## src/rtl/fpcvt_pkg.sv

```systemverilog
// fpcvt_pkg: shared constants for the fixed-to-float converter pipe.
// Rounding-mode encodings and default widths live here.
package fpcvt_pkg;

    localparam logic [1:0] RM_TRUNC  = 2'b00;
    localparam logic [1:0] RM_HALFUP = 2'b01;
    localparam logic [1:0] RM_RNE    = 2'b10;

    localparam int IN_W_DEF  = 12;
    localparam int EXP_W_DEF = 3;
    localparam int MAN_W_DEF = 4;

    // Reserved mode 11 rounds like half-up.
    function automatic logic rnd_inc(
        input logic [1:0] rm,
        input logic       r,
        input logic       t,
        input logic       lsb
    );
        logic inc;
        unique case (1'b1)
            (rm == RM_TRUNC): inc = 1'b0;
            (rm == RM_RNE):   inc = r & (t | lsb);
            default:          inc = r;
        endcase
        return inc;
    endfunction

endpackage

```

## src/rtl/fpcvt_lzc.sv

```systemverilog
// fpcvt_lzc: combinational leading-zero count over a W-bit word.
// An all-zero word yields W.
module fpcvt_lzc #(
    parameter  int W  = 12,
    localparam int CW = $clog2(W + 1)
) (
    input  logic [W-1:0]  a_i,
    output logic [CW-1:0] cnt_o
);

    always_comb begin
        cnt_o = CW'(W);
        for (int i = 0; i < W; i++) begin
            if (a_i[i]) cnt_o = CW'(W - 1 - i);
        end
    end

endmodule

```

## src/rtl/fpcvt_pipe.sv

```systemverilog
// fpcvt_pipe: 3-stage two's-complement to sign/exponent/significand
// converter with valid/ready flow control and selectable rounding.
module fpcvt_pipe
    import fpcvt_pkg::*;
#(
    parameter int IN_W  = IN_W_DEF,
    parameter int EXP_W = EXP_W_DEF,
    parameter int MAN_W = MAN_W_DEF
) (
    input  logic             clk,
    input  logic             rst_n,
    input  logic             in_valid,
    output logic             in_ready,
    input  logic [IN_W-1:0]  D,
    input  logic [1:0]       rmode,
    output logic             out_valid,
    input  logic             out_ready,
    output logic             S,
    output logic [EXP_W-1:0] E,
    output logic [MAN_W-1:0] F,
    output logic             sat,
    output logic             inexact
);

    localparam int LZW = $clog2(IN_W + 1);
    localparam int OFS = IN_W - MAN_W;
    localparam logic [IN_W-1:0] MIN_NEG = {1'b1, {(IN_W-1){1'b0}}};
    localparam logic [IN_W-1:0] MAX_MAG = {1'b0, {(IN_W-1){1'b1}}};

    if (IN_W < MAN_W + 2 || IN_W > MAN_W + (1 << EXP_W)) begin : g_bad_params
        $error("fpcvt_pipe: illegal IN_W/EXP_W/MAN_W combination");
    end

    logic s1_v_q, s2_v_q, s3_v_q;
    logic ld1, ld2, ld3;

    assign ld3      = !s3_v_q || out_ready;
    assign ld2      = !s2_v_q || ld3;
    assign ld1      = !s1_v_q || ld2;
    assign in_ready = ld1;

    always_ff @(posedge clk or negedge rst_n) begin
        if (!rst_n) begin
            s1_v_q <= 1'b0;
            s2_v_q <= 1'b0;
            s3_v_q <= 1'b0;
        end else begin
            if (ld1) s1_v_q <= in_valid;
            if (ld2) s2_v_q <= s1_v_q;
            if (ld3) s3_v_q <= s2_v_q;
        end
    end

    // S1: sign/magnitude, clamping the most negative input.
    logic            s1_s_d, s1_sat_d;
    logic [IN_W-1:0] s1_m_d;
    logic            s1_s_q, s1_sat_q;
    logic [IN_W-1:0] s1_m_q;
    logic [1:0]      s1_rm_q;

    always_comb begin
        s1_s_d   = D[IN_W-1];
        s1_sat_d = (D == MIN_NEG);
        s1_m_d   = s1_s_d ? (~D + IN_W'(1)) : D;
        if (s1_sat_d) s1_m_d = MAX_MAG;
    end

    always_ff @(posedge clk) begin
        if (ld1 && in_valid) begin
            s1_s_q   <= s1_s_d;
            s1_sat_q <= s1_sat_d;
            s1_m_q   <= s1_m_d;
            s1_rm_q  <= rmode;
        end
    end

    // S2: normalise, extract significand, round and sticky bits.
    logic [LZW-1:0]   lz;
    int               e0;
    logic [EXP_W-1:0] s2_e0_d;
    logic [MAN_W-1:0] s2_f0_d;
    logic             s2_r_d, s2_t_d;
    logic             s2_s_q, s2_sat_q, s2_r_q, s2_t_q;
    logic [EXP_W-1:0] s2_e0_q;
    logic [MAN_W-1:0] s2_f0_q;
    logic [1:0]       s2_rm_q;

    fpcvt_lzc #(.W(IN_W)) u_lzc (
        .a_i   (s1_m_q),
        .cnt_o (lz)
    );

    always_comb begin
        e0 = 0;
        if (int'(lz) < OFS) e0 = OFS - int'(lz);
        s2_f0_d = MAN_W'(s1_m_q >> e0);
        s2_r_d  = 1'b0;
        s2_t_d  = 1'b0;
        for (int j = 0; j < IN_W; j++) begin
            if (j == e0 - 1) s2_r_d = s1_m_q[j];
            if (j < e0 - 1)  s2_t_d = s2_t_d | s1_m_q[j];
        end
        s2_e0_d = EXP_W'(e0);
    end

    always_ff @(posedge clk) begin
        if (ld2 && s1_v_q) begin
            s2_s_q   <= s1_s_q;
            s2_sat_q <= s1_sat_q;
            s2_rm_q  <= s1_rm_q;
            s2_e0_q  <= s2_e0_d;
            s2_f0_q  <= s2_f0_d;
            s2_r_q   <= s2_r_d;
            s2_t_q   <= s2_t_d;
        end
    end

    // S3: round, renormalise on carry, saturate at max exponent.
    logic             inc;
    logic [MAN_W:0]   sum;
    logic [EXP_W-1:0] e_d;
    logic [MAN_W-1:0] f_d;
    logic             sat_d, inx_d;
    logic             s_q, sat_q, inx_q;
    logic [EXP_W-1:0] e_q;
    logic [MAN_W-1:0] f_q;

    always_comb begin
        inc   = rnd_inc(s2_rm_q, s2_r_q, s2_t_q, s2_f0_q[0]);
        sum   = {1'b0, s2_f0_q} + (MAN_W+1)'(inc);
        e_d   = s2_e0_q;
        f_d   = sum[MAN_W-1:0];
        sat_d = s2_sat_q;
        if (sum[MAN_W]) begin
            if (&s2_e0_q) begin
                e_d   = '1;
                f_d   = '1;
                sat_d = 1'b1;
            end else begin
                e_d = s2_e0_q + EXP_W'(1);
                f_d = {1'b1, {(MAN_W-1){1'b0}}};
            end
        end
        inx_d = s2_r_q | s2_t_q | sat_d;
    end

    always_ff @(posedge clk or negedge rst_n) begin
        if (!rst_n) begin
            s_q   <= 1'b0;
            e_q   <= '0;
            f_q   <= '0;
            sat_q <= 1'b0;
            inx_q <= 1'b0;
        end else if (ld3 && s2_v_q) begin
            s_q   <= s2_s_q;
            e_q   <= e_d;
            f_q   <= f_d;
            sat_q <= sat_d;
            inx_q <= inx_d;
        end
    end

    assign out_valid = s3_v_q;
    assign S         = s_q;
    assign E         = e_q;
    assign F         = f_q;
    assign sat       = sat_q;
    assign inexact   = inx_q;

endmodule
```

## config.mk

```make
export PLATFORM = sky130hd
export DESIGN_NAME = fpcvt_pipe
export DESIGN_NICKNAME = d
export VERILOG_FILES = /design/src/rtl/fpcvt_pkg.sv /design/src/rtl/fpcvt_lzc.sv /design/src/rtl/fpcvt_pipe.sv
export SDC_FILE = /design/constraint.sdc
export NUM_CORES = 1
export LEC_CHECK = 0
export CAP_MARGIN = 5
export CORE_MARGIN = 3
export CORE_UTILIZATION = 40
export CTS_CLUSTER_SIZE = 14
export DETAILED_ROUTE_END_ITERATION = 12
export GPL_TIMING_DRIVEN = 0
export PLACE_DENSITY = 0.62
export SETUP_SLACK_MARGIN = 0.4
export SLEW_MARGIN = 20
export SYNTH_ARGS = -nofsm -noshare
export SYNTH_HDL_FRONTEND = slang
export SYNTH_SLANG_ARGS = --single-unit
export TNS_END_PERCENT = 20
```

## constraint.sdc

```tcl
create_clock -name clk -period 12.15 [get_ports clk]
set_input_delay 2.43 -clock clk [delete_from_list [all_inputs] [get_ports clk]]
set_output_delay 2.43 -clock clk [all_outputs]
set_load 0.01 [all_outputs]
```

==> run metrics <==
clk_skew=5.41 ps; Post-synth EDFFs=29; share of the synthesized area in the top cell type=27.5%; drc violations=0; Core Rows=31; area leader, netlist=edfxtp_1; HP Class=reg2reg; Setup Total Neg Slack=0 ps; syn_nets=402; clock latency at the later pin of the worst-skew pair=290 ps; Total GRT Usage=18.0%; wire length per cell=15.2 um; crit start category=flip-flop; Final Critical Period=7100 ps; Critical Path RT=12270 ps; status=completed; core area=0.00745 mm2; Fin. Hold Viols=0; drt first pass iters=5; fillers=730; Clock Path Buffers=2; Initial Util=42.5%; ANT cells=0; final instance area=0.00368 mm2; Crit. End Element=flip-flop; mean post-synth cell area=8.63 um2; routed wire length=7.64 mm; CTS Buf Count=5; RSZ-0062 raised after global routing=false; PD cells=124 mW/mm2; Netlist Area Pre-Place=0.00317 mm2; Crit Path Category=reg2reg; fin crit share=58.5%; Num Clock Sinks=42; Post-CTS Hold Fix Bufs=0; top post-synthesis cells by area=edfxtp_1, dfrtp_1, ha_1, nand2_1, nor2_1; dpl cell area=0.00358 mm2; initial antenna violation count=0; Syn. warnings=0; Syn Inst Count=367; Achievable Freq=141 MHz; arrival time at the worst endpoint=7230 ps; Ports=30; synthesis-to-layout area growth=16.2%; LEAKAGE=1.41 nW; Final Util=49.4%; first-pass GRT wire length=12.8 mm; Die Wd=95.0 um; max_cap viols=0; CTS clock-pin slew for the worst setup and hold paths=90 ps; Slew HR=36.6%; DRT iter0 DRCs=342; Via density=5.86; post-synthesis sequential area ratio=37.8%; Placer Congestion=0.977; hold path cells=0; worst-path fanout max=10; pins over their slew limit=0; total congestion overflow=0; nets@finish=438; number of global-route vias before repair=2684; post-synthesis cell type count=67; Worst VDD drop=61.0 uV; share of cells above drive strength 1=7.43%; CTS H-tree lvls=2; Yosys reg bits=42; Via Count=2949; total die area=0.00902 mm2; Setup violations, final=0; Slew @ Worst Pin=942 ps; ys async rst share=31.0%; Worst Reg-to-Reg Cells=22; pin count of the biggest net entering global routing=17; Root Buffer=clkbuf_8; Post-DP HPWL=5.83 mm; CTS tree=yes; Post-CTS Resized=0; Port-buffer cells=29; ys flop type=edfxtp_1; Routed Antenna Nets=0; chip height=95.0 um; postcts setup bufs=0
[routing by layer]
metal	part of all wire, %	wire length [um]	vias up	GRT usage [%]
met5	0	0	-	0
li1	-	-	1434	-
met1	45	3410	1365	24.6
met3	7.1	539	16	2.55
met4	2.4	184	0	5.89
met2	46	3500	134	29.4
[synth_stat cells (2+ instances only)]
| master | n |
|---|---|
| nor2b_1 | 3 |
| buf_2 | 3 |
| mux2i_1 | 3 |
| a221oi_1 | 5 |
| edfxtp_1 | 29 |
| xor2_1 | 4 |
| a21oi_1 | 19 |
| and3_1 | 6 |
| buf_4 | 2 |
| nand4_1 | 4 |
| or4_1 | 3 |
| nand4b_1 | 2 |
| o21ai_0 | 24 |
| ha_1 | 17 |
| o31ai_1 | 6 |
| inv_1 | 19 |
| o211ai_1 | 4 |
| inv_2 | 3 |
| nand3_1 | 11 |
| or3_1 | 3 |
| nor4_1 | 7 |
| nand3b_1 | 3 |
| clkbuf_1 | 13 |
| dfrtp_1 | 13 |
| nor2_1 | 33 |
| nor3_1 | 14 |
| o21a_1 | 2 |
| nand2_1 | 51 |
| and2_1 | 5 |
| a211oi_1 | 3 |
| o21ai_1 | 4 |
| o22ai_1 | 2 |
| a31oi_1 | 5 |
| nand2b_1 | 7 |
| o31a_1 | 2 |
| o32ai_1 | 2 |
[state kept, by name, indices dropped and copies added, names as in the netlist, 2 cells and up]
name	cells
s2_e0_q	3
E	3
s1_m_q	12
F	4
s2_rm_q	2
s2_f0_q	4
s1_rm_q	2
[path summary, 6_finish.rpt]
kind	startpoint	to	slack, ps
max	s1_m_q[5]$_SDFFCE_PP1P_	s2_r_q$_DFFE_PP_	5050
min	s1_s_q$_DFFE_PP_	s2_s_q$_DFFE_PP_	430
max reg2reg	s1_m_q[5]$_SDFFCE_PP1P_	s2_r_q$_DFFE_PP_	5050
min reg2reg	s1_s_q$_DFFE_PP_	s2_s_q$_DFFE_PP_	430
max in group asynchronous	rst_n	F[1]$_DFFE_PN0P_	9250
min in group asynchronous	rst_n	out_valid$_DFFE_PN0P_	2510
[metrics by stage]
step	total power [W]	cells	setup WS, ps	hold slack (ps)
6_report	0.000455	503	5050	427
3_3_place_gp	0.000361	495	5310	404
2_1_floorplan	0.000303	367	6670	400
5_1_grt	0.000487	503	4770	434
3_5_place_dp	0.000362	495	5300	410
4_1_cts	0.000457	503	5280	432
[critical path, cell delays in order (launching register included)]
cell	delay [ps]
edfxtp_1	360
clkbuf_1	290
a221o_1	410
a221oi_4	510
inv_2	210
ha_1	290
clkbuf_1	240
nor3_1	640
o21ai_2	250
ha_1	270
clkbuf_1	220
nor2b_1	240
nand2_1	110
ha_1	220
nor4_1	370
nand4_1	220
nor3_1	700
nand2_1	220
and4bb_2	360
a2bb2oi_2	180
o31ai_1	100
a221oi_1	270
a311o_1	240
[cell families after synthesis]
kind of cell    count (synthesis)  synth area share (%)
mux                             5                  2.02
fa+ha+maj                      17                  6.72
buf+inv                        40                  5.10
xor+xnor                        5                  1.38
compound gates                 96                  21.1
flops                          42                  37.8
simple gates                  162                  25.9
[area by class of cell]
type	instances	area [um2]	share of cell area (%)
plain buffers	18	78.8	2.14
inverters	22	82.6	2.25
flip-flops and latches	42	1200	32.5
repair buffers	29	290	7.89
well taps	99	124	3.37
multi-input cells	285	1810	49.2
clock buffers	5	68.8	1.87
clock inverters	3	28.8	0.783
[layout by cell type (no fill, tap or decap), types with 4 or more instances in the layout]
master and n:
nand2_1 51, and2_1 5, nor3_1 14, clkdlybuf4s50_1 29
nor2_1 33, nand2b_1 7, inv_1 19, clkbuf_8 5
dfrtp_1 13, a31oi_1 5, o21ai_1 4, nor4_1 7
a221oi_1 5, xor2_1 4, clkbuf_1 13, ha_1 17
a21oi_1 19, o211ai_1 4, o21ai_0 24, edfxtp_1 29
o31ai_1 6, nand4_1 4, and3_1 6, nand3_1 11
[power by group]
| group | leakage (nW) | total, W | internal, W | switching, W |
|---|---|---|---|---|
| logic | 0.924 | 0.000174 | 0.0000718 | 0.000102 |
| registers | 0.432 | 0.000188 | 0.000177 | 0.0000108 |
| clock network | 0.0506 | 0.0000936 | 0.0000429 | 0.0000507 |
| total | 1.41 | 0.000455 | 0.000291 | 0.000164 |
No activity file was read; power rests on OpenSTA's default activity.
